### src/rtl/vmem_fill_ctrl_pkg.sv
// vmem_fill_ctrl_pkg
// Shared definitions for the rectangle-fill engine and its write-port arbiter:
// register byte offsets, CTRL/status bit positions, FSM state encoding and a
// clipping helper that computes the exclusive end coordinate of a span.
package vmem_fill_ctrl_pkg;

    localparam int SCREEN_W_DEF = 240;
    localparam int SCREEN_H_DEF = 240;

    localparam logic [3:0] REG_CTRL   = 4'h0;
    localparam logic [3:0] REG_ORIGIN = 4'h4;
    localparam logic [3:0] REG_SIZE   = 4'h8;
    localparam logic [3:0] REG_COLOR  = 4'hC;

    // CTRL write bits
    localparam int CTRL_START_BIT = 0;
    localparam int CTRL_ABORT_BIT = 1;

    // CTRL read bits
    localparam int STAT_BUSY_BIT = 0;
    localparam int STAT_DONE_BIT = 1;
    localparam int STAT_ERR_BIT  = 2;

    typedef enum logic {
        ST_IDLE = 1'b0,
        ST_RUN  = 1'b1
    } fill_state_e;

    // Exclusive end of a span starting at base with length len, saturated to
    // limit. Done in 10 bits so base + len can never wrap.
    function automatic logic [9:0] clip_end(input logic [7:0] base,
                                            input logic [8:0] len,
                                            input logic [9:0] limit);
        logic [9:0] sum;
        sum = {2'b00, base} + {1'b0, len};
        return (sum > limit) ? limit : sum;
    endfunction

endpackage

### src/rtl/vmem_fill_ctrl_if.sv
// vmem_fill_ctrl_if
// Bus bundle around the fill controller:
//   cpu_*  : CPU pixel store path (strobe, {y,x} address, colour)
//   cfg_*  : register write strobe/address/data and registered read data
//   vmem_* : arbitrated vmem write port
// The slave modport is the fill controller; the master modport is the side
// that drives CPU/config traffic and consumes the vmem writes.
interface vmem_fill_ctrl_if;

    logic        cpu_we_i;
    logic [15:0] cpu_addr_i;
    logic [2:0]  cpu_wdata_i;

    logic        cfg_we_i;
    logic [3:0]  cfg_addr_i;
    logic [31:0] cfg_wdata_i;
    logic [31:0] cfg_rdata_o;

    logic        vmem_we_o;
    logic [15:0] vmem_addr_o;
    logic [2:0]  vmem_wdata_o;

    modport slave (
        input  cpu_we_i, cpu_addr_i, cpu_wdata_i,
        input  cfg_we_i, cfg_addr_i, cfg_wdata_i,
        output cfg_rdata_o,
        output vmem_we_o, vmem_addr_o, vmem_wdata_o
    );

    modport master (
        output cpu_we_i, cpu_addr_i, cpu_wdata_i,
        output cfg_we_i, cfg_addr_i, cfg_wdata_i,
        input  cfg_rdata_o,
        input  vmem_we_o, vmem_addr_o, vmem_wdata_o
    );

endinterface

### src/rtl/vmem_fill_walker.sv
// vmem_fill_walker
// Raster counter for the fill engine. load_i places the cursor at (x0, y0);
// advance_i steps it one pixel in raster order, wrapping to x0 on the next row
// when the exclusive x_end is reached. last_o flags that the cursor sits on the
// final pixel (x_end-1, y_end-1) of the rectangle.
//   clk_i, rst_i        : clock, synchronous active-high reset
//   load_i, advance_i   : load has priority over advance
//   x0_i, y0_i          : rectangle origin
//   x_end_i, y_end_i    : exclusive, already-clipped end coordinates
//   cx_o, cy_o, last_o  : current cursor and last-pixel flag
module vmem_fill_walker (
    input  logic       clk_i,
    input  logic       rst_i,
    input  logic       load_i,
    input  logic       advance_i,
    input  logic [7:0] x0_i,
    input  logic [7:0] y0_i,
    input  logic [8:0] x_end_i,
    input  logic [8:0] y_end_i,
    output logic [7:0] cx_o,
    output logic [7:0] cy_o,
    output logic       last_o
);

    logic [7:0] cx_q, cx_d;
    logic [7:0] cy_q, cy_d;
    logic       row_end;

    // End tests are done one bit wider so cx/cy + 1 cannot wrap to zero.
    assign row_end = (({1'b0, cx_q} + 9'd1) == x_end_i);
    assign last_o  = row_end && (({1'b0, cy_q} + 9'd1) == y_end_i);
    assign cx_o    = cx_q;
    assign cy_o    = cy_q;

    always_comb begin
        cx_d = cx_q;
        cy_d = cy_q;
        if (load_i) begin
            cx_d = x0_i;
            cy_d = y0_i;
        end else if (advance_i) begin
            if (row_end) begin
                cx_d = x0_i;
                cy_d = cy_q + 8'd1;
            end else begin
                cx_d = cx_q + 8'd1;
            end
        end
    end

    always_ff @(posedge clk_i) begin
        if (rst_i) begin
            cx_q <= '0;
            cy_q <= '0;
        end else begin
            cx_q <= cx_d;
            cy_q <= cy_d;
        end
    end

endmodule

### src/rtl/vmem_fill_ctrl.sv
// vmem_fill_ctrl
// Rectangle-fill engine and vmem write-port arbiter. CPU stores always win the
// write port; in RUN, every cycle without a CPU store carries one engine pixel.
// All vmem outputs and the register read data are registered.
//   clk_i, rst_i : clock, synchronous active-high reset
//   bus          : CPU store, register access and vmem write port (slave side)
//   busy_o       : high while the engine is filling (state == RUN)
module vmem_fill_ctrl
    import vmem_fill_ctrl_pkg::*;
#(
    parameter int SCREEN_W = SCREEN_W_DEF,
    parameter int SCREEN_H = SCREEN_H_DEF
) (
    input  logic            clk_i,
    input  logic            rst_i,
    vmem_fill_ctrl_if.slave bus,
    output logic            busy_o
);

    fill_state_e state_q, state_d;

    logic [7:0]  x0_q, x0_d;
    logic [7:0]  y0_q, y0_d;
    logic [8:0]  w_q, w_d;
    logic [8:0]  h_q, h_d;
    logic [2:0]  color_q, color_d;
    logic [8:0]  x_end_q, x_end_d;
    logic [8:0]  y_end_q, y_end_d;
    logic        done_q, done_d;
    logic        err_q, err_d;

    logic        vmem_we_q, vmem_we_d;
    logic [15:0] vmem_addr_q, vmem_addr_d;
    logic [2:0]  vmem_wdata_q, vmem_wdata_d;
    logic [31:0] cfg_rdata_q, cfg_rdata_d;

    logic        ctrl_wr, start_req, abort_req;
    logic [9:0]  x_end_clip, y_end_clip;
    logic        origin_off, rect_empty;
    logic        walk_load, walk_advance, walk_last;
    logic [7:0]  cx, cy;
    logic        unused_bits;

    assign busy_o = (state_q == ST_RUN);

    // ABORT wins over START when both bits arrive in one write.
    assign ctrl_wr   = bus.cfg_we_i && (bus.cfg_addr_i[3:2] == REG_CTRL[3:2]);
    assign abort_req = ctrl_wr && bus.cfg_wdata_i[CTRL_ABORT_BIT];
    assign start_req = ctrl_wr && bus.cfg_wdata_i[CTRL_START_BIT] && !abort_req;

    // Clipped rectangle from the stored registers; only consumed at START.
    assign x_end_clip = clip_end(x0_q, w_q, 10'(SCREEN_W));
    assign y_end_clip = clip_end(y0_q, h_q, 10'(SCREEN_H));
    assign origin_off = ({2'b00, x0_q} >= 10'(SCREEN_W)) || ({2'b00, y0_q} >= 10'(SCREEN_H));
    assign rect_empty = (x_end_clip == {2'b00, x0_q}) || (y_end_clip == {2'b00, y0_q});

    assign unused_bits = ^{bus.cfg_wdata_i[31:25], bus.cfg_wdata_i[15:9], bus.cfg_addr_i[1:0]};

    vmem_fill_walker u_walker (
        .clk_i     (clk_i),
        .rst_i     (rst_i),
        .load_i    (walk_load),
        .advance_i (walk_advance),
        .x0_i      (x0_q),
        .y0_i      (y0_q),
        .x_end_i   (x_end_q),
        .y_end_i   (y_end_q),
        .cx_o      (cx),
        .cy_o      (cy),
        .last_o    (walk_last)
    );

    // Register file: geometry and colour are frozen while the engine runs, so
    // the walker can use them directly as the values latched at START.
    always_comb begin
        x0_d    = x0_q;
        y0_d    = y0_q;
        w_d     = w_q;
        h_d     = h_q;
        color_d = color_q;
        if (bus.cfg_we_i && (state_q == ST_IDLE)) begin
            case (bus.cfg_addr_i[3:2])
                REG_ORIGIN[3:2]: begin
                    x0_d = bus.cfg_wdata_i[7:0];
                    y0_d = bus.cfg_wdata_i[23:16];
                end
                REG_SIZE[3:2]: begin
                    w_d = bus.cfg_wdata_i[8:0];
                    h_d = bus.cfg_wdata_i[24:16];
                end
                REG_COLOR[3:2]: color_d = bus.cfg_wdata_i[2:0];
                default: ;
            endcase
        end
    end

    // Registered readback, refreshed every cycle from the current address.
    always_comb begin
        cfg_rdata_d = '0;
        case (bus.cfg_addr_i[3:2])
            REG_CTRL[3:2]: begin
                cfg_rdata_d[STAT_BUSY_BIT] = busy_o;
                cfg_rdata_d[STAT_DONE_BIT] = done_q;
                cfg_rdata_d[STAT_ERR_BIT]  = err_q;
            end
            REG_ORIGIN[3:2]: cfg_rdata_d = {8'h00, y0_q, 8'h00, x0_q};
            REG_SIZE[3:2]:   cfg_rdata_d = {7'h00, h_q, 7'h00, w_q};
            default:         cfg_rdata_d = {29'h0, color_q};
        endcase
    end

    // Next-state logic plus write-port arbitration. A CPU store is forwarded
    // in any state; the engine only takes slots the CPU leaves empty, and
    // issues nothing in the cycle an ABORT is accepted.
    always_comb begin
        state_d      = state_q;
        done_d       = done_q;
        err_d        = err_q;
        x_end_d      = x_end_q;
        y_end_d      = y_end_q;
        walk_load    = 1'b0;
        walk_advance = 1'b0;
        vmem_we_d    = 1'b0;
        vmem_addr_d  = vmem_addr_q;
        vmem_wdata_d = vmem_wdata_q;

        if (bus.cpu_we_i) begin
            vmem_we_d    = 1'b1;
            vmem_addr_d  = bus.cpu_addr_i;
            vmem_wdata_d = bus.cpu_wdata_i;
        end

        case (state_q)
            ST_IDLE: begin
                if (start_req) begin
                    if (origin_off) begin
                        err_d  = 1'b1;
                        done_d = 1'b1;
                    end else if (rect_empty) begin
                        err_d  = 1'b0;
                        done_d = 1'b1;
                    end else begin
                        err_d     = 1'b0;
                        done_d    = 1'b0;
                        x_end_d   = x_end_clip[8:0];
                        y_end_d   = y_end_clip[8:0];
                        walk_load = 1'b1;
                        state_d   = ST_RUN;
                    end
                end
            end
            ST_RUN: begin
                if (abort_req) begin
                    state_d = ST_IDLE;
                end else if (!bus.cpu_we_i) begin
                    vmem_we_d    = 1'b1;
                    vmem_addr_d  = {cy, cx};
                    vmem_wdata_d = color_q;
                    walk_advance = 1'b1;
                    if (walk_last) begin
                        state_d = ST_IDLE;
                        done_d  = 1'b1;
                    end
                end
            end
            default: state_d = ST_IDLE;
        endcase
    end

    // All state, including the output registers, clears on reset so a reset
    // mid-fill drops the engine and issues no write in the reset cycle.
    always_ff @(posedge clk_i) begin
        if (rst_i) begin
            state_q      <= ST_IDLE;
            x0_q         <= '0;
            y0_q         <= '0;
            w_q          <= '0;
            h_q          <= '0;
            color_q      <= '0;
            x_end_q      <= '0;
            y_end_q      <= '0;
            done_q       <= 1'b0;
            err_q        <= 1'b0;
            vmem_we_q    <= 1'b0;
            vmem_addr_q  <= '0;
            vmem_wdata_q <= '0;
            cfg_rdata_q  <= '0;
        end else begin
            state_q      <= state_d;
            x0_q         <= x0_d;
            y0_q         <= y0_d;
            w_q          <= w_d;
            h_q          <= h_d;
            color_q      <= color_d;
            x_end_q      <= x_end_d;
            y_end_q      <= y_end_d;
            done_q       <= done_d;
            err_q        <= err_d;
            vmem_we_q    <= vmem_we_d;
            vmem_addr_q  <= vmem_addr_d;
            vmem_wdata_q <= vmem_wdata_d;
            cfg_rdata_q  <= cfg_rdata_d;
        end
    end

    assign bus.vmem_we_o    = vmem_we_q;
    assign bus.vmem_addr_o  = vmem_addr_q;
    assign bus.vmem_wdata_o = vmem_wdata_q;
    assign bus.cfg_rdata_o  = cfg_rdata_q;

endmodule
### src/flat_wrapper.sv
// flat-port wrapper written by rule: the top's interface ports become plain ports
module vmem_fill_ctrl_flat import vmem_fill_ctrl_pkg::*;
#(
    parameter int SCREEN_W = SCREEN_W_DEF,
    parameter int SCREEN_H = SCREEN_H_DEF
)
  (clk_i, rst_i, busy_o, bus_cpu_we_i, bus_cpu_addr_i, bus_cpu_wdata_i, bus_cfg_we_i, bus_cfg_addr_i, bus_cfg_wdata_i, bus_cfg_rdata_o, bus_vmem_we_o, bus_vmem_addr_o, bus_vmem_wdata_o);
  vmem_fill_ctrl_if bus_i ();
  input  logic clk_i;
  input  logic rst_i;
  output logic busy_o;
  input wire logic [$bits(bus_i.cpu_we_i)-1:0] bus_cpu_we_i;
  input wire logic [$bits(bus_i.cpu_addr_i)-1:0] bus_cpu_addr_i;
  input wire logic [$bits(bus_i.cpu_wdata_i)-1:0] bus_cpu_wdata_i;
  input wire logic [$bits(bus_i.cfg_we_i)-1:0] bus_cfg_we_i;
  input wire logic [$bits(bus_i.cfg_addr_i)-1:0] bus_cfg_addr_i;
  input wire logic [$bits(bus_i.cfg_wdata_i)-1:0] bus_cfg_wdata_i;
  output wire logic [$bits(bus_i.cfg_rdata_o)-1:0] bus_cfg_rdata_o;
  output wire logic [$bits(bus_i.vmem_we_o)-1:0] bus_vmem_we_o;
  output wire logic [$bits(bus_i.vmem_addr_o)-1:0] bus_vmem_addr_o;
  output wire logic [$bits(bus_i.vmem_wdata_o)-1:0] bus_vmem_wdata_o;
  assign bus_i.cpu_we_i = bus_cpu_we_i;
  assign bus_i.cpu_addr_i = bus_cpu_addr_i;
  assign bus_i.cpu_wdata_i = bus_cpu_wdata_i;
  assign bus_i.cfg_we_i = bus_cfg_we_i;
  assign bus_i.cfg_addr_i = bus_cfg_addr_i;
  assign bus_i.cfg_wdata_i = bus_cfg_wdata_i;
  assign bus_cfg_rdata_o = bus_i.cfg_rdata_o;
  assign bus_vmem_we_o = bus_i.vmem_we_o;
  assign bus_vmem_addr_o = bus_i.vmem_addr_o;
  assign bus_vmem_wdata_o = bus_i.vmem_wdata_o;
  vmem_fill_ctrl #(.SCREEN_W(SCREEN_W), .SCREEN_H(SCREEN_H)) u_core (.clk_i(clk_i), .rst_i(rst_i), .bus(bus_i), .busy_o(busy_o));
endmodule
### config.mk
export PLATFORM = sky130hd
export DESIGN_NAME = vmem_fill_ctrl_flat
export DESIGN_NICKNAME = d
export VERILOG_FILES = /design/src/rtl/vmem_fill_ctrl_pkg.sv /design/src/rtl/vmem_fill_ctrl_if.sv /design/src/rtl/vmem_fill_walker.sv /design/src/rtl/vmem_fill_ctrl.sv /design/src/flat_wrapper.sv
export SDC_FILE = /design/constraint.sdc
export NUM_CORES = 1
export LEC_CHECK = 0
export CAP_MARGIN = 20
export CORE_MARGIN = 3
export CORE_UTILIZATION = 49
export CTS_BUF_LIST = sky130_fd_sc_hd__clkbuf_16
export CTS_CLUSTER_SIZE = 24
export DETAILED_ROUTE_END_ITERATION = 10
export GPL_ROUTABILITY_DRIVEN = 1
export GPL_TIMING_DRIVEN = 0
export PLACE_DENSITY = 0.75
export SKIP_LAST_GASP = 1
export SYNTH_ARGS = -nofsm -noshare
export SYNTH_HDL_FRONTEND = slang
export SYNTH_HIERARCHICAL = 1
export SYNTH_SLANG_ARGS = --single-unit
### constraint.sdc
create_clock -name clk_i -period 5 [get_ports clk_i]
set_input_delay 1 -clock clk_i [delete_from_list [all_inputs] [get_ports clk_i]]
set_output_delay 1 -clock clk_i [all_outputs]
set_load 0.01 [all_outputs]
==> metrics.txt, run 1 <==
gr ovfl total 0; Flop pwr share 0.486; number of flops mapped to enable cells by yosys 0; Ports 112; flops & latches, synth 112; Final Max Tran Viols 0; vias in the first global route 5,584; type of the worst min-delay path flip-flop to flip-flop; relative slew slack 0.4094; final setup TNS 0 ps; Port Buf Inserts 80; P_int 1.430 mW; 1st-iter DRT viols 453; global-route wire length before repair 28,260 um; measured slew at the worst slew-check pin 861.3 ps; Psw 0.5090 mW; # resized after CTS 0; global placement routability congestion 0.9048; worst reg2reg startpoint u_core/y0_q[0]; Inserted Clock Buffers 9; placed cell area 7629 um^2; pin count of the biggest net entering global routing 18; Tot GR Track Use 0.2356; syn_area_per_cell 8.144 um^2; most frequent cells in the layout nand2_1 (116), dfxtp_1 (112), nor2_1 (89); Leakage Power 3.269 nW; placement row count 41; WS Path Type flip-flop to flip-flop; Netlist cell types 83; CTS Hold Bufs 0; WL per Instance 16.12 um; commonest non-fill, non-tap cell in the layout nand2_1; # setup viols final 0; via count 6,112; Hold Violations, Final 0; Design Area, Final 7914 um^2; Gate Count Post-Synth 806; Max FO, Critical Path 12; RSZ-0062 raised after global routing false; clk_lat worst skew 360 ps; initial antenna violation count 0; First-pass DRT Iterations 7; CP startpoint u_core/y0_q[0]; Initial Util 0.5098; fill count 1,171; DP HPWL 13,070 um; Sw Ratio 0.2625; Routed Antenna Nets 0; Layout area overhead 20.57%; Max Cap Viol 0; Residual DRC 0; Die Span X 121.7 um; CTS Buffer Depth 2; Worst VDD drop 0.1601 mV; clk slew on worst S/H paths 80 ps; predominant post-synthesis flop cell dfxtp_1; final core occ 0.6146; CP Data Required Time 5220 ps; Core Box Area 12,880 um^2; die height 121.7 um; fmax 222.5 MHz; Syn Std Cell Area 6564 um^2; sequential share of the synthesized area 0.3416; Via density 5.628; status completed; Clk pwr share 0.370; critical path endpoint category flip-flop; setup bufs post-CTS 0; n_diodes 0; post-synthesis async set-or-reset flop share 0; layout cell share with drive strength beyond 1 0.07112; Clock Skew 9.513 ps; Data arrival, critical path 4720 ps; Num Clock Sinks 112; CTS tree done; worst hold margin 477.9 ps; period utilization 0.8990; Yosys warning count 6; Routed WL 17,510 um; Comb pwr share 0.144; final net count 994; Root Driver clkbuf_16; Hold Startpoint u_core/y_end_q[1]; pwr/cell area 245.0 nW/um^2; # H-tree levels 3; startpoint types flip-flop; Die Area 14,820 um^2; minimum clock period 4495 ps
final timing paths:
kind              slack [ps]  cells past startpoint                 endpoint
setup reg to reg         510                     16  u_core/u_walker/cx_o[7]
setup / recovery         510                     16  u_core/u_walker/cx_o[7]
hold reg to reg          480                      2        u_core/y_end_q[1]
hold / removal           480                      2        u_core/y_end_q[1]
through the flow:
stage	worst slack (ps)	instances	total power, mW
after floorplan	1155	819	1.129
after global placement	563.7	1071	1.235
after detailed placement	545.8	1071	1.238
after CTS	509.8	1086	1.940
after global routing	263.9	1086	2.009
final	505.2	1086	1.939
power groups by stage:
stage,logic [mW],clock network (mW),registers [mW]
CTS,0.277,0.721,0.942
detailed placement,0.276,0,0.963
global route,0.307,0.757,0.945
global placement,0.273,0,0.962
finish,0.280,0.717,0.942
floorplan,0.170,0,0.958
flip-flops by register name, summed over array words and instances, names as in the netlist:
name,flops
u_core/err_q,1
u_core/bus.cfg_rdata_o,18
u_core/busy_o,1
u_core/bus.vmem_we_o,1
u_core/u_walker/cx_o,8
u_core/y_end_q,9
u_core/done_q,1
u_core/x_end_q,9
u_core/h_q,9
u_core/color_q,3
u_core/bus.vmem_wdata_o,3
u_core/y0_q,8
u_core/x0_q,8
u_core/u_walker/cy_o,8
u_core/bus.vmem_addr_o,16
u_core/w_q,9
worst max-delay path: stages (launching register included):
cell	delay (ps)
dfxtp_1	470
ha_1	300
fa_1	530
or3b_1	400
or4_1	400
nand4_1	110
nor4_1	60
a2111oi_0	390
a21oi_1	90
nor4_2	390
a211o_2	250
inv_4	110
or2_2	300
buf_1	200
nand2_1	120
a2bb2oi_1	150
a31oi_1	90
synthesized netlist by cell type, drive strengths merged (4+ instances only):
master	count	area (um^2)
nor2b	11	68.82
nand3b	4	30.03
a2bb2oi	4	35.03
xnor2	16	140.1
nand3	22	122.6
ha	23	287.8
mux2	4	48.79
and3	11	68.82
nand4	8	50.05
a22oi	15	112.6
nand2b	6	37.54
or3	6	37.54
a311oi	5	43.79
a21o	10	75.07
a21oi	77	396.6
a211oi	13	110.1
o211ai	5	37.54
mux2i	37	370.4
dfxtp	112	2242
and4	5	46.29
and2	8	52.55
xor2	21	183.9
nand2	116	435.4
o21ai	26	145.1
inv	12	47.55
nor2	89	334.1
nor4	5	37.53
a31oi	5	31.28
clkbuf	23	86.33
nor3	14	75.07
nor3b	5	37.54
a2111oi	4	37.54
buf	36	220.2
area by class of cell:
cell class | count | area (um^2) | share of cell area
clock buffer | 9 | 225.2 | 0.02846
buffer | 59 | 306.5 | 0.03874
clock inverter | 6 | 60.06 | 0.007589
tap | 172 | 215.2 | 0.02719
multi-input combinational | 635 | 4013 | 0.5070
timing repair buffer | 80 | 800.8 | 0.1012
inverter | 13 | 51.30 | 0.006482
sequential | 112 | 2242 | 0.2833
cell families after synthesis:
family          Yosys count  share of synthesized area
compound gates          195                     0.1988
flops                   112                     0.3416
other cells               1                  0.0005713
buf+inv                  72                    0.05452
simple gates            320                     0.2310
mux                      41                    0.06386
xor+xnor                 40                    0.05966
fa+ha+maj                25                    0.04994
layer usage:
| layer | vias up | GRT usage | share of wire | wire (um) |
|---|---|---|---|---|
| met1 | 2829 | 0.3411 | 0.49 | 8509 |
| met2 | 210 | 0.3657 | 0.44 | 7654 |
| li1 | 3054 | - | - | - |
| met5 | - | 0 | 0 | 0 |
| met4 | 0 | 0.07633 | 0.017 | 295 |
| met3 | 19 | 0.02925 | 0.060 | 1050 |
Note: power is estimated with default switching activity, not from simulation.
==> run 2: changes to the inputs <==
- CTS_BUF_LIST: sky130_fd_sc_hd__clkbuf_16 -> sky130_fd_sc_hd__clkbuf_4 sky130_fd_sc_hd__clkbuf_8
- PLACE_DENSITY: 0.75 -> 0.78
- SLEW_MARGIN: unset -> 20
==> metrics.txt, run 2 (synthesis results as in run 1) <==
FF-to-FF End u_core/u_walker/cx_o[7] (unchanged); Die Area 14,820 um^2 (unchanged); Num Clock Sinks 112 (unchanged); commonest non-fill, non-tap cell in the layout nand2_1 (unchanged); Max Cap Viol 0 (unchanged); Tot GR Track Use 0.2327 (was 0.2356); DP HPWL 12,860 um (was 13,070 um); fill count 1,142 (was 1,171); Top Layer Used met4 (unchanged); setup bufs post-CTS 0 (unchanged); Design Power 1.739 mW (was 1.939 mW); First-pass DRT Iterations 5 (was 7); Routed WL 17,020 um (was 17,510 um); critical path endpoint category flip-flop (unchanged); Final Max Tran Viols 0 (unchanged); Clock Skew 11.85 ps (was 9.513 ps); worst reg2reg startpoint u_core/y0_q[0] (unchanged); Hold Path Cell Cnt 2 (unchanged); pin count of the biggest net entering global routing 18 (unchanged); period utilization 0.9105 (was 0.8990); CTS tree done (unchanged); Via density 5.623 (was 5.628); n_diodes 0 (unchanged); Worst Reg-to-Reg Cells 16 (unchanged); minimum clock period 4552 ps (was 4495 ps); worst hold margin 479.6 ps (was 477.9 ps); Met1 Wirelength 8036 um (was 8509 um); gr ovfl total 0 (unchanged); measured slew at the worst slew-check pin 828.6 ps (was 861.3 ps); most frequent cells in the layout nand2_1 (116), dfxtp_1 (112), nor2_1 (89) (unchanged); Initial Util 0.5098 (unchanged); area of the multi-input gates 4013 um^2 (unchanged); Layout area overhead 18.97% (was 20.57%); Hold Startpoint u_core/x_end_q[6] (was u_core/y_end_q[1]); Worst VDD drop 0.1767 mV (was 0.1601 mV); final setup TNS 0 ps (unchanged); Max FO, Critical Path 12 (unchanged); 1st-iter DRT viols 454 (was 453); Die Span X 121.7 um (unchanged); # resized after CTS 0 (unchanged); via count 6,107 (was 6,112); Inserted Clock Buffers 9 (unchanged); layout cell share with drive strength beyond 1 0.07221 (was 0.07112); clk slew on worst S/H paths 110 ps (was 80 ps); CTS Buffer Depth 2 (unchanged); Data arrival, critical path 4810 ps (was 4720 ps); Storage cell area 2242 um^2 (unchanged); vias in the first global route 5,557 (was 5,584); DR WL met2 7378 um (was 7654 um); final net count 994 (unchanged); Hold Violations, Final 0 (unchanged); setup ws final 447.5 ps (was 505.2 ps); r2r setup slk 450 ps (was 510 ps); relative slew slack 0.4318 (was 0.4094); WS Path Type flip-flop to flip-flop (unchanged); CTS Hold Bufs 0 (unchanged); fmax 219.7 MHz (was 222.5 MHz); WL per Instance 15.67 um (was 16.12 um); Leakage Power 3.217 nW (was 3.269 nW); type of the worst min-delay path flip-flop to flip-flop (unchanged); global placement routability congestion 0.9236 (was 0.9048); RSZ-0062 raised after global routing false (unchanged); # setup viols final 0 (unchanged); global-route wire length before repair 27,850 um (was 28,260 um); status completed (unchanged); Port Buf Inserts 80 (unchanged); pwr/cell area 222.8 nW/um^2 (was 245.0 nW/um^2); Routed Antenna Nets 0 (unchanged); die height 121.7 um (unchanged); startpoint types flip-flop (unchanged); met3 WL post-DR 1317 um (was 1050 um); Ports 112 (unchanged); CP Data Required Time 5260 ps (was 5220 ps); placement row count 41 (unchanged); Root Driver clkbuf_8 (was clkbuf_16); Hold EP u_core/x_end_q[6] (was u_core/y_end_q[1]); initial antenna violation count 0 (unchanged); max FFs per register 18 (unchanged); Residual DRC 0 (unchanged); Core Box Area 12,880 um^2 (unchanged); # H-tree levels 3 (unchanged); clk_lat worst skew 390 ps (was 360 ps); pre-CTS setup slack 563.9 ps (was 545.8 ps)
==> run 2: cell types whose count changed in the layout (fill, tap and decap cells not counted), sizes merged <==
cell	before	now
clkinv	4	2
bufinv	1	0
clkbuf	32	34
clkinvlp	1	2
==> run 2: layout make-up <==
class	count	share of cell area
multi-input cells	635	0.5139
flip-flops and latches	112	0.2871
repair buffers	80	0.1025
plain buffers	59	0.03926
well taps	172	0.02756
clock buffers	11	0.01939
inverters	13	0.006569
clock inverters	4	0.003685
==> run 2: per-stage QoR <==
stage	instances	area (um^2)	utilization
floorplan	819	6613	-
CTS	1086	7809	0.6065
detailed placement	1071	7629	0.5925
global placement	1071	7629	0.5925
global route	1086	7809	0.6065
finish	1086	7809	0.6065
==> run 2: worst max-delay path, stage by stage, from the launching register on <==
cell	delay, ps
dfxtp_1	500
ha_1	300
fa_1	530
or3b_1	400
or4_1	390
nand4_1	110
nor4_1	60
a2111oi_0	400
a21oi_1	90
nor4_2	400
a211o_2	240
inv_4	110
or2_2	300
buf_1	190
nand2_1	110
a2bb2oi_1	200
a31oi_1	110
==> run 2: worst max-delay path by stage <==
stage / start / to / cells past startpoint
floorplan: u_core/y0_q[0] / u_core/u_walker/cx_o[7] / 16
CTS: u_core/y0_q[0] / u_core/u_walker/cx_o[7] / 16
finish: u_core/y0_q[0] / u_core/u_walker/cx_o[7] / 16
global placement: u_core/y0_q[0] / u_core/u_walker/cx_o[7] / 16
global route: u_core/x0_q[0] / u_core/u_walker/cx_o[6] / 15
detailed placement: u_core/y0_q[0] / u_core/u_walker/cx_o[7] / 16
==> run 2: report_power, final <==
part	switching [mW]	internal, mW
Clock	0.312	0.207
Combinational	0.147	0.130
Sequential	0.0276	0.915
Total	0.487	1.25
==> run 2: metal layers <==
layer | global-route usage | up-vias
li1 | - | 3054
met1 | 0.3301 | 2791
met2 | 0.3574 | 240
met3 | 0.04085 | 22
met4 | 0.08123 | 0
met5 | 0 | -
==> run 3: changes to the inputs <==
- CORE_UTILIZATION: 49 -> 46
- PLACE_DENSITY: 0.78 -> 0.74
==> metrics.txt, run 3 (synthesis results as in run 1) <==
final setup TNS 0 ps (unchanged); Die Area 15,740 um^2 (was 14,820 um^2); Final Max Tran Viols 0 (unchanged); Psw 0.4866 mW (was 0.4869 mW); startpoint types flip-flop (unchanged); layout cell share with drive strength beyond 1 0.07322 (was 0.07221); Leakage Power 3.243 nW (was 3.217 nW); Layout area overhead 19.73% (was 18.97%); placement row count 43 (was 41); First-pass DRT Iterations 5 (unchanged); r2r setup slk 480 ps (was 450 ps); die height 125.5 um (was 121.7 um); Clock Skew 8.134 ps (was 11.85 ps); Hold EP u_core/y_end_q[4] (was u_core/x_end_q[6]); 1st-iter DRT viols 309 (was 454); # setup viols final 0 (unchanged); Ports 112 (unchanged); most frequent cells in the layout nand2_1 (116), dfxtp_1 (112), nor2_1 (89) (unchanged); CTS tree done (unchanged); Die Span X 125.5 um (was 121.7 um); Routed WL 17,120 um (was 17,020 um); global placement routability congestion 0.9035 (was 0.9236); vias in the first global route 5,519 (was 5,557); final net count 994 (unchanged); Sw Ratio 0.2683 (was 0.2799); max FFs per register 18 (unchanged); Worst VDD drop 0.2249 mV (was 0.1767 mV); P_int 1.327 mW (was 1.253 mW); Via density 5.513 (was 5.623); gr ovfl total 0 (unchanged); FF-to-FF End u_core/u_walker/cy_o[1] (was u_core/u_walker/cx_o[7]); CTS Hold Bufs 0 (unchanged); RSZ-0062 raised after global routing false (unchanged); Max FO, Critical Path 12 (unchanged); Comb pwr share 0.154 (was 0.159); WS Path Type flip-flop to flip-flop (unchanged); Hold Violations, Final 0 (unchanged); Routed Antenna Nets 0 (unchanged); pin count of the biggest net entering global routing 18 (unchanged); final non-filler cell total 1,095 (was 1,086); measured slew at the worst slew-check pin 838.3 ps (was 828.6 ps); Data arrival, critical path 4830 ps (was 4810 ps); Residual DRC 0 (unchanged); Worst Reg-to-Reg Cells 15 (was 16); initial antenna violation count 0 (unchanged); minimum clock period 4522 ps (was 4552 ps); Core Box Area 13,930 um^2 (was 12,880 um^2); CP Data Required Time 5310 ps (was 5260 ps); # resized after CTS 0 (unchanged); Root Driver clkbuf_8 (unchanged); commonest non-fill, non-tap cell in the layout nand2_1 (unchanged); relative slew slack 0.4251 (was 0.4318); n_diodes 0 (unchanged); worst reg2reg startpoint u_core/x0_q[0] (was u_core/y0_q[0]); Flop pwr share 0.520 (was 0.542); period utilization 0.9044 (was 0.9105); Inserted Clock Buffers 9 (unchanged); setup bufs post-CTS 0 (unchanged); Num Clock Sinks 112 (unchanged); Hold Path Cell Cnt 2 (unchanged); WL per Instance 15.63 um (was 15.67 um); Port Buf Inserts 80 (unchanged); # H-tree levels 3 (unchanged); pwr/cell area 230.8 nW/um^2 (was 222.8 nW/um^2); Cells after DPL 1,079 (was 1,071); fill count 1,287 (was 1,142); global-route wire length before repair 27,730 um (was 27,850 um); via count 6,037 (was 6,107); type of the worst min-delay path flip-flop to flip-flop (unchanged); Clk pwr share 0.326 (was 0.299); status completed (unchanged); Max Cap Viol 0 (unchanged); Hold Startpoint u_core/y_end_q[4] (was u_core/x_end_q[6]); clk slew on worst S/H paths 100 ps (was 110 ps); CTS Buffer Depth 2 (unchanged); final core occ 0.5640 (was 0.6065); DP HPWL 12,930 um (was 12,860 um); clk_lat worst skew 390 ps (about the same); fmax 221.1 MHz (was 219.7 MHz); Tot GR Track Use 0.2136 (was 0.2327); critical path endpoint category flip-flop (unchanged); Initial Util 0.4710 (was 0.5098)
==> run 3: cell type report <==
class,count,area (um^2),share of cell area
plain buffers,59,306.5,0.03901
multi-input cells,635,4013,0.5106
clock buffers,13,172.7,0.02197
flip-flops and latches,112,2242,0.2853
clock inverters,3,47.55,0.006050
inverters,13,51.30,0.006528
well taps,180,225.2,0.02866
repair buffers,80,800.8,0.1019
==> run 3: per-stage QoR <==
stage | hold slack [ps] | setup slack (ps) | power (mW) | instance area, um^2
after floorplan | 446.3 | 1155 | 1.129 | 6613
after global placement | 458.0 | 530.3 | 1.235 | 7639
after detailed placement | 470.2 | 565.6 | 1.238 | 7639
after CTS | 484.4 | 531.7 | 1.827 | 7859
after global routing | 506.2 | 230.0 | 1.887 | 7859
final | 481.0 | 477.8 | 1.813 | 7859
==> run 3: how the worst max path moves through the flow <==
stage,end,startpoint,cells past startpoint
6_report,u_core/u_walker/cy_o[1],u_core/x0_q[0],15
5_1_grt,u_core/u_walker/cy_o[1],u_core/y0_q[0],15
4_1_cts,u_core/u_walker/cx_o[7],u_core/y0_q[0],16
3_5_place_dp,u_core/u_walker/cx_o[7],u_core/y0_q[0],16
3_3_place_gp,u_core/u_walker/cx_o[7],u_core/y0_q[0],16
2_1_floorplan,u_core/u_walker/cx_o[7],u_core/y0_q[0],16
==> run 3: per-layer routing <==
layer | up-vias | part of all wire | GRT usage
li1 | 3055 | - | -
met1 | 2793 | 0.50 | 0.3061
met2 | 175 | 0.43 | 0.3210
met3 | 14 | 0.064 | 0.05596
met4 | 0 | 0.012 | 0.05293
met5 | - | 0 | 0
==> run 3: power groups by stage <==
stage / clock network [mW] / registers, mW / logic [mW]
6_report: 0.592 / 0.943 / 0.279
5_1_grt: 0.635 / 0.947 / 0.305
4_1_cts: 0.608 / 0.943 / 0.276
3_5_place_dp: 0 / 0.963 / 0.275
3_3_place_gp: 0 / 0.963 / 0.272
2_1_floorplan: 0 / 0.958 / 0.170
==> run 3: critical path: stages (launching register included) <==
cell and delay [ps]:
dfxtp_1 390, ha_1 250, fa_1 410, a21o_1 250
nand3_1 90, a21o_1 120, mux2i_1 710, nor3_1 170
o22a_1 250, a2111oi_1 480, a211o_2 290, inv_4 110
clkinv_1 180, clkbuf_1 410, nor2_1 110, a211oi_1 210
==> edit 1 (settings of run 2) <==
`h_q` no longer has a reset.
--- a/src/rtl/vmem_fill_ctrl.sv
+++ b/src/rtl/vmem_fill_ctrl.sv
@@ -175,7 +175,6 @@
             x0_q         <= '0;
             y0_q         <= '0;
             w_q          <= '0;
-            h_q          <= '0;
             color_q      <= '0;
             x_end_q      <= '0;
             y_end_q      <= '0;
@@ -190,7 +189,6 @@
             x0_q         <= x0_d;
             y0_q         <= y0_d;
             w_q          <= w_d;
-            h_q          <= h_d;
             color_q      <= color_d;
             x_end_q      <= x_end_d;
             y_end_q      <= y_end_d;
@@ -203,6 +201,10 @@
         end
     end
 
+    always_ff @(posedge clk_i) begin
+        h_q <= h_d;
+    end
+
     assign bus.vmem_we_o    = vmem_we_q;
     assign bus.vmem_addr_o  = vmem_addr_q;
     assign bus.vmem_wdata_o = vmem_wdata_q;
Formal check against the unedited RTL: not equivalent (Yosys sat finds a counterexample within 4 cycles, from zero or initial values and one cycle with rst_i high).
==> edit 1 against run 2 <==
Highest routed layer unchanged; clock power up 29%; wire length down 3.0%; worst setup slack worse by 180 ps; sequential cell count unchanged; synthesized area down 2.9%; critical endpoint is now u_core/u_walker/cx_o[6]; power up 9.3%; critical path depth unchanged; largest power group unchanged; final area down 1.5%.
==> edit 1: results (changes against run 2) <==
Outcome = completed (unchanged)
Asr flop ratio synth = 0 (unchanged)
Clock slew at reported path FFs = 110 ps (about the same)
Ys Warns = 6 (unchanged)
Per-cell routed wire length = 16.2 um (was 15.7 um)
Largest stage delay on the critical path = 530 ps (about the same)
Longest Clk Path Bufs = 2 (unchanged)
DP HPWL = 12,300 um (was 12,900 um)
VDD IR max = 0.186 mV (was 0.177 mV)
# diodes = 0 (unchanged)
Layout cells sized above 1 = 0.0882 (was 0.0722)
Final Hold Vio Count = 0 (unchanged)
Number of global-route vias before repair = 5,433 (was 5,557)
Critical Path Start = u_core/h_q[0] (was u_core/y0_q[0])
Post-CTS setup repair buffer count = 0 (unchanged)
Nets = 929 (was 994)
Psw = 0.496 mW (was 0.487 mW)
Post-synth top cells = dfxtp_1 (103), nor2_1 (90), a21oi_1 (76), nand2_1 (74), mux2i_1 (25) (was nand2_1 (116), dfxtp_1 (112), nor2_1 (89), a21oi_1 (74), mux2i_1 (37))
TritonCTS Buffers = 9 (unchanged)
First-pass GRT wire length = 27,000 um (was 27,800 um)
Post-synth EDFFs = 9 (was 0)
Synth unique cells = 84 (was 83)
Dpl ws = 455 ps (was 564 ps)
Register area share after synthesis = 0.366 (was 0.342)
HP Class = reg -> reg (unchanged)
Vias per inst = 5.66 (was 5.62)
CP max FO = 14 (was 12)
Largest register FFs = 18 (unchanged)
Number of port buffers = 80 (unchanged)
Clk_skew = 8.65 ps (was 11.8 ps)
CTS H-Tree Depth = 3 (unchanged)
Hold path startpoint = u_core/x_end_q[6] (unchanged)
Setup WS post-layout = 268 ps (was 448 ps)
Crit-path slowest cell = a311oi_2 (was fa_1)
Leakage = 2.99 nW (was 3.22 nW)
Drt pass-1 iters = 5 (unchanged)
# fillers = 1,167 (was 1,142)
Pin count of the biggest net entering global routing = 19 (was 18)
Clk Latency, worst-skew pair = 390 ps (about the same)
Root buf cell = clkbuf_8 (unchanged)
Synth top area cells = dfxtp_1 (32%), a21oi_1 (6.0%), nor2_1 (5.3%) (was dfxtp_1 (34%), nand2_1 (6.6%), a21oi_1 (5.6%))
Gr usage total = 0.232 (was 0.233)
Initial antenna violation count = 0 (unchanged)
Post_cts resized = 0 (unchanged)
Post-synth top flop = dfxtp_1 (unchanged)
DRT iter0 DRCs = 470 (was 454)
RePlAce Congestion = 0.918 (was 0.924)
Slew headroom = 0.458 (was 0.432)
## edit 1: changes by cell type in the layout (fill, tap and decap cells not counted), moves of 5 or more
cell | before | now
dfxtp_1 | 112 | 103
o21ai_1 | 1 | 7
mux2i_1 | 37 | 25
and3_1 | 11 | 3
a21o_1 | 10 | 3
nand2_1 | 116 | 74
edfxtp_1 | 0 | 9
buf_1 | 10 | 5
nand4_1 | 8 | 13
## edit 1: cells by family after synthesis
kind of cell    Yosys count  share of synthesized area
other cells               1                   0.000589
compound gates          193                      0.211
simple gates            278                      0.220
flops                   112                      0.366
xor+xnor                 40                     0.0571
mux                      25                     0.0393
buf+inv                  67                     0.0550
fa+ha+maj                25                     0.0515
## edit 1: critical path, delay by kind of cell (launching register included)
kind / cells / cell delay [ps]
compound gates: 8 / 2290
simple gates: 4 / 940
fa+ha+maj: 2 / 670
flops: 1 / 470
buf+inv: 2 / 230
## edit 1: layer usage
layer / vias up / global-route usage / wire length (um)
met5: - / 0 / 0
met4: 0 / 0.0938 / 427
met3: 34 / 0.0339 / 1040
met2: 207 / 0.365 / 7630
met1: 2679 / 0.320 / 7400
li1: 2869 / - / -
## edit 1: path summary, 6_finish.rpt
check	slack [ps]	end	depth (start not counted)
min	490	u_core/x_end_q[6]	2
max	270	u_core/u_walker/cx_o[6]	16
min reg2reg	490	u_core/x_end_q[6]	2
max reg2reg	270	u_core/u_walker/cx_o[6]	16
## edit 1: layout make-up
| class | count | area share |
|---|---|---|
| buffer | 51 | 0.0374 |
| multi-input combinational | 575 | 0.486 |
| tap | 172 | 0.0280 |
| clock inverter | 6 | 0.0150 |
| sequential | 112 | 0.303 |
| inverter | 16 | 0.00814 |
| timing repair buffer | 80 | 0.104 |
| clock buffer | 10 | 0.0179 |
## edit 1: power groups by stage
| stage | registers, mW | clock network (mW) | logic [mW] |
|---|---|---|---|
| 3_5_place_dp | 0.978 | 0 | 0.270 |
| 6_report | 0.958 | 0.672 | 0.272 |
| 4_1_cts | 0.957 | 0.684 | 0.271 |
| 3_3_place_gp | 0.977 | 0 | 0.266 |
| 2_1_floorplan | 0.974 | 0 | 0.167 |
| 5_1_grt | 0.962 | 0.715 | 0.300 |
## edit 1: per-stage QoR
step	area (sq um)	std cells	power, mW	hold slack [ps]	utilization
after floorplan	6420	754	1.14	447	-
after global placement	7440	1006	1.24	463	0.587
after detailed placement	7440	1006	1.25	471	0.587
after CTS	7690	1022	1.91	485	0.607
after global routing	7690	1022	1.98	516	0.607
final	7690	1022	1.90	487	0.607
==> edit 2 (settings of run 2) <==
Without the edit above. Put a register stage on the output `busy_o`, cleared by the reset. The value now appears one clock later. The other outputs are not delayed to match.
--- a/src/rtl/vmem_fill_ctrl.sv
+++ b/src/rtl/vmem_fill_ctrl.sv
@@ -17,6 +17,8 @@
     output logic            busy_o
 );
 
+    logic busy_d;
+
     fill_state_e state_q, state_d;
 
     logic [7:0]  x0_q, x0_d;
@@ -41,7 +43,7 @@
     logic [7:0]  cx, cy;
     logic        unused_bits;
 
-    assign busy_o = (state_q == ST_RUN);
+    assign busy_d = (state_q == ST_RUN);
 
     // ABORT wins over START when both bits arrive in one write.
     assign ctrl_wr   = bus.cfg_we_i && (bus.cfg_addr_i[3:2] == REG_CTRL[3:2]);
@@ -99,7 +101,7 @@
         cfg_rdata_d = '0;
         case (bus.cfg_addr_i[3:2])
             REG_CTRL[3:2]: begin
-                cfg_rdata_d[STAT_BUSY_BIT] = busy_o;
+                cfg_rdata_d[STAT_BUSY_BIT] = busy_d;
                 cfg_rdata_d[STAT_DONE_BIT] = done_q;
                 cfg_rdata_d[STAT_ERR_BIT]  = err_q;
             end
@@ -208,4 +210,12 @@
     assign bus.vmem_wdata_o = vmem_wdata_q;
     assign bus.cfg_rdata_o  = cfg_rdata_q;
 
+    always_ff @(posedge clk_i) begin
+        if (rst_i) begin
+            busy_o <= '0;
+        end else begin
+            busy_o <= busy_d;
+        end
+    end
+
 endmodule
Check against the original RTL: not equivalent (a bounded check fails within 4 cycles, from zero or initial values and one cycle with rst_i high).
==> edit 2 against run 2 <==
Worst hold slack worse by 2.2 ps; sequential cell count up 1; count of clock-buffer cells in the layout up 13; worst setup slack worse by 100 ps; wire length up 0.85%; synthesized area up 1.6%; sequential share of layout area down 0.71 points; sequential power up 1%; final area up 3.4%; critical path depth up 2; power up 14%; clock power up 45%; critical endpoint unchanged; largest power group unchanged.
==> edit 2: results (changes against run 2) <==
Hold Path Depth = 2 (unchanged)
Number of port buffers = 80 (unchanged)
Synth unique cells = 85 (was 83)
Synth top area cells = dfxtp_1 (34%), a21oi_1 (6.1%), mux2i_1 (5.9%) (was dfxtp_1 (34%), nand2_1 (6.6%), a21oi_1 (5.6%))
Leakage = 3.28 nW (was 3.22 nW)
Clock slew at reported path FFs = 60 ps (was 110 ps)
HP Class = reg -> reg (unchanged)
First-pass GRT wire length = 28,100 um (was 27,800 um)
# diodes = 0 (unchanged)
M1 WL = 8230 um (was 8040 um)
Reg2reg path depth = 18 (was 16)
Clk_skew = 6.95 ps (was 11.8 ps)
Via Count = 6,070 (was 6,107)
Per-cell routed wire length = 15.6 um (was 15.7 um)
Worst Hold End = u_core/w_q[4] (was u_core/x_end_q[6])
Register area share after synthesis = 0.339 (was 0.342)
Layout cells sized above 1 = 0.0935 (was 0.0722)
VDD IR max = 0.207 mV (was 0.177 mV)
Slew headroom = 0.521 (was 0.432)
Post-CTS setup repair buffer count = 0 (unchanged)
DRT iter0 DRCs = 390 (was 454)
Longest Clk Path Bufs = 2 (unchanged)
Outcome = completed (unchanged)
Drt pass-1 iters = 6 (was 5)
TritonCTS Buffers = 17 (was 9)
Initial antenna violation count = 0 (unchanged)
Gr usage total = 0.237 (was 0.233)
Placed cell area = 7730 sq um (was 7630 sq um)
CP max FO = 14 (was 12)
CTS H-Tree Depth = 4 (was 3)
Post-synth top cells = dfxtp_1 (113), nand2_1 (97), nor2_1 (91), a21oi_1 (81), mux2i_1 (39) (was nand2_1 (116), dfxtp_1 (112), nor2_1 (89), a21oi_1 (74), mux2i_1 (37))
Post_cts resized = 0 (unchanged)
Clk Latency, worst-skew pair = 440 ps (was 390 ps)
# fillers = 1,139 (was 1,142)
Root buf cell = clkbuf_8 (unchanged)
R2r setup slk = 350 ps (was 450 ps)
Met3 WL = 1130 um (was 1320 um)
Detail Route met2 WL = 7450 um (was 7380 um)
RePlAce Congestion = 0.886 (was 0.924)
Hold path startpoint = u_core/w_q[4] (was u_core/x_end_q[6])
Pin count of the biggest net entering global routing = 17 (was 18)
Asr flop ratio synth = 0 (unchanged)
Number of global-route vias before repair = 5,636 (was 5,557)
Crit path arrival time = 4950 ps (was 4810 ps)
Nets = 1,003 (was 994)
DP HPWL = 12,700 um (was 12,900 um)
[edit 2: cells by family after synthesis]
| kind of cell | Yosys count | share of synthesized area |
|---|---|---|
| AND/OR/NAND/NOR | 319 | 0.240 |
| AO/OA/AOI/OAI | 195 | 0.193 |
| flip-flops | 113 | 0.339 |
| buffers and inverters | 72 | 0.0570 |
| multiplexers | 42 | 0.0642 |
| XOR/XNOR | 40 | 0.0567 |
| adder cells (fa/ha/maj) | 25 | 0.0492 |
| other | 1 | 0.000562 |
[edit 2: worst max path at each step]
stage	cells after the start	start	end	slack [ps]
2_1_floorplan	18	u_core/y0_q[0]	u_core/u_walker/cx_o[7]	930
3_5_place_dp	18	u_core/y0_q[0]	u_core/u_walker/cx_o[7]	410
6_report	18	u_core/y0_q[0]	u_core/u_walker/cx_o[7]	350
5_1_grt	18	u_core/y0_q[0]	u_core/u_walker/cx_o[7]	100
3_3_place_gp	18	u_core/y0_q[0]	u_core/u_walker/cx_o[7]	410
4_1_cts	18	u_core/y0_q[0]	u_core/u_walker/cx_o[7]	370
[edit 2: routing by layer]
layer | up-vias | track usage
met5 | - | 0
met4 | 0 | 0.0917
met3 | 26 | 0.0576
met2 | 204 | 0.358
met1 | 2779 | 0.326
li1 | 3061 | -
[edit 2: power breakdown]
| group | internal, mW | total, mW | leakage [nW] | switching (mW) |
|---|---|---|---|---|
| registers | 0.924 | 0.952 | 0.917 | 0.0279 |
| clock network | 0.401 | 0.754 | 0.184 | 0.353 |
| logic | 0.131 | 0.280 | 2.17 | 0.149 |
| total | 1.46 | 1.99 | 3.28 | 0.530 |
[edit 2: area by class of cell]
type	count	area (sq um)	share of cell area
Tap cell	172	215	0.0266
Buffer	59	327	0.0404
Clock buffer	24	312	0.0386
Timing Repair Buffer	80	801	0.0991
Inverter	13	53.8	0.00666
Clock inverter	6	32.5	0.00403
Sequential cell	113	2260	0.280
Multi-Input combinational cell	635	4080	0.504
[edit 2: stage by stage]
| stage | setup WS (ps) | cells | hold WS (ps) |
|---|---|---|---|
| floorplan | 934 | 820 | 449 |
| finish | 346 | 1102 | 477 |
| CTS | 373 | 1102 | 477 |
| detailed placement | 405 | 1072 | 469 |
| global placement | 410 | 1072 | 462 |
| global route | 98.9 | 1102 | 506 |
[edit 2: worst max-delay path, cell delays in order, from the launching register on]
cell and delay (ps):
dfxtp_1 390, ha_1 260, fa_1 420, a21o_2 260, a221oi_2 310, xor2_1 410
nor4_4 100, a31oi_4 160, mux2_1 320, or4_1 480, o211ai_2 100, buf_6 200
inv_6 50, buf_12 150, or2_2 290, buf_1 200, nand2_1 130, a2bb2oi_1 170
a31oi_1 100
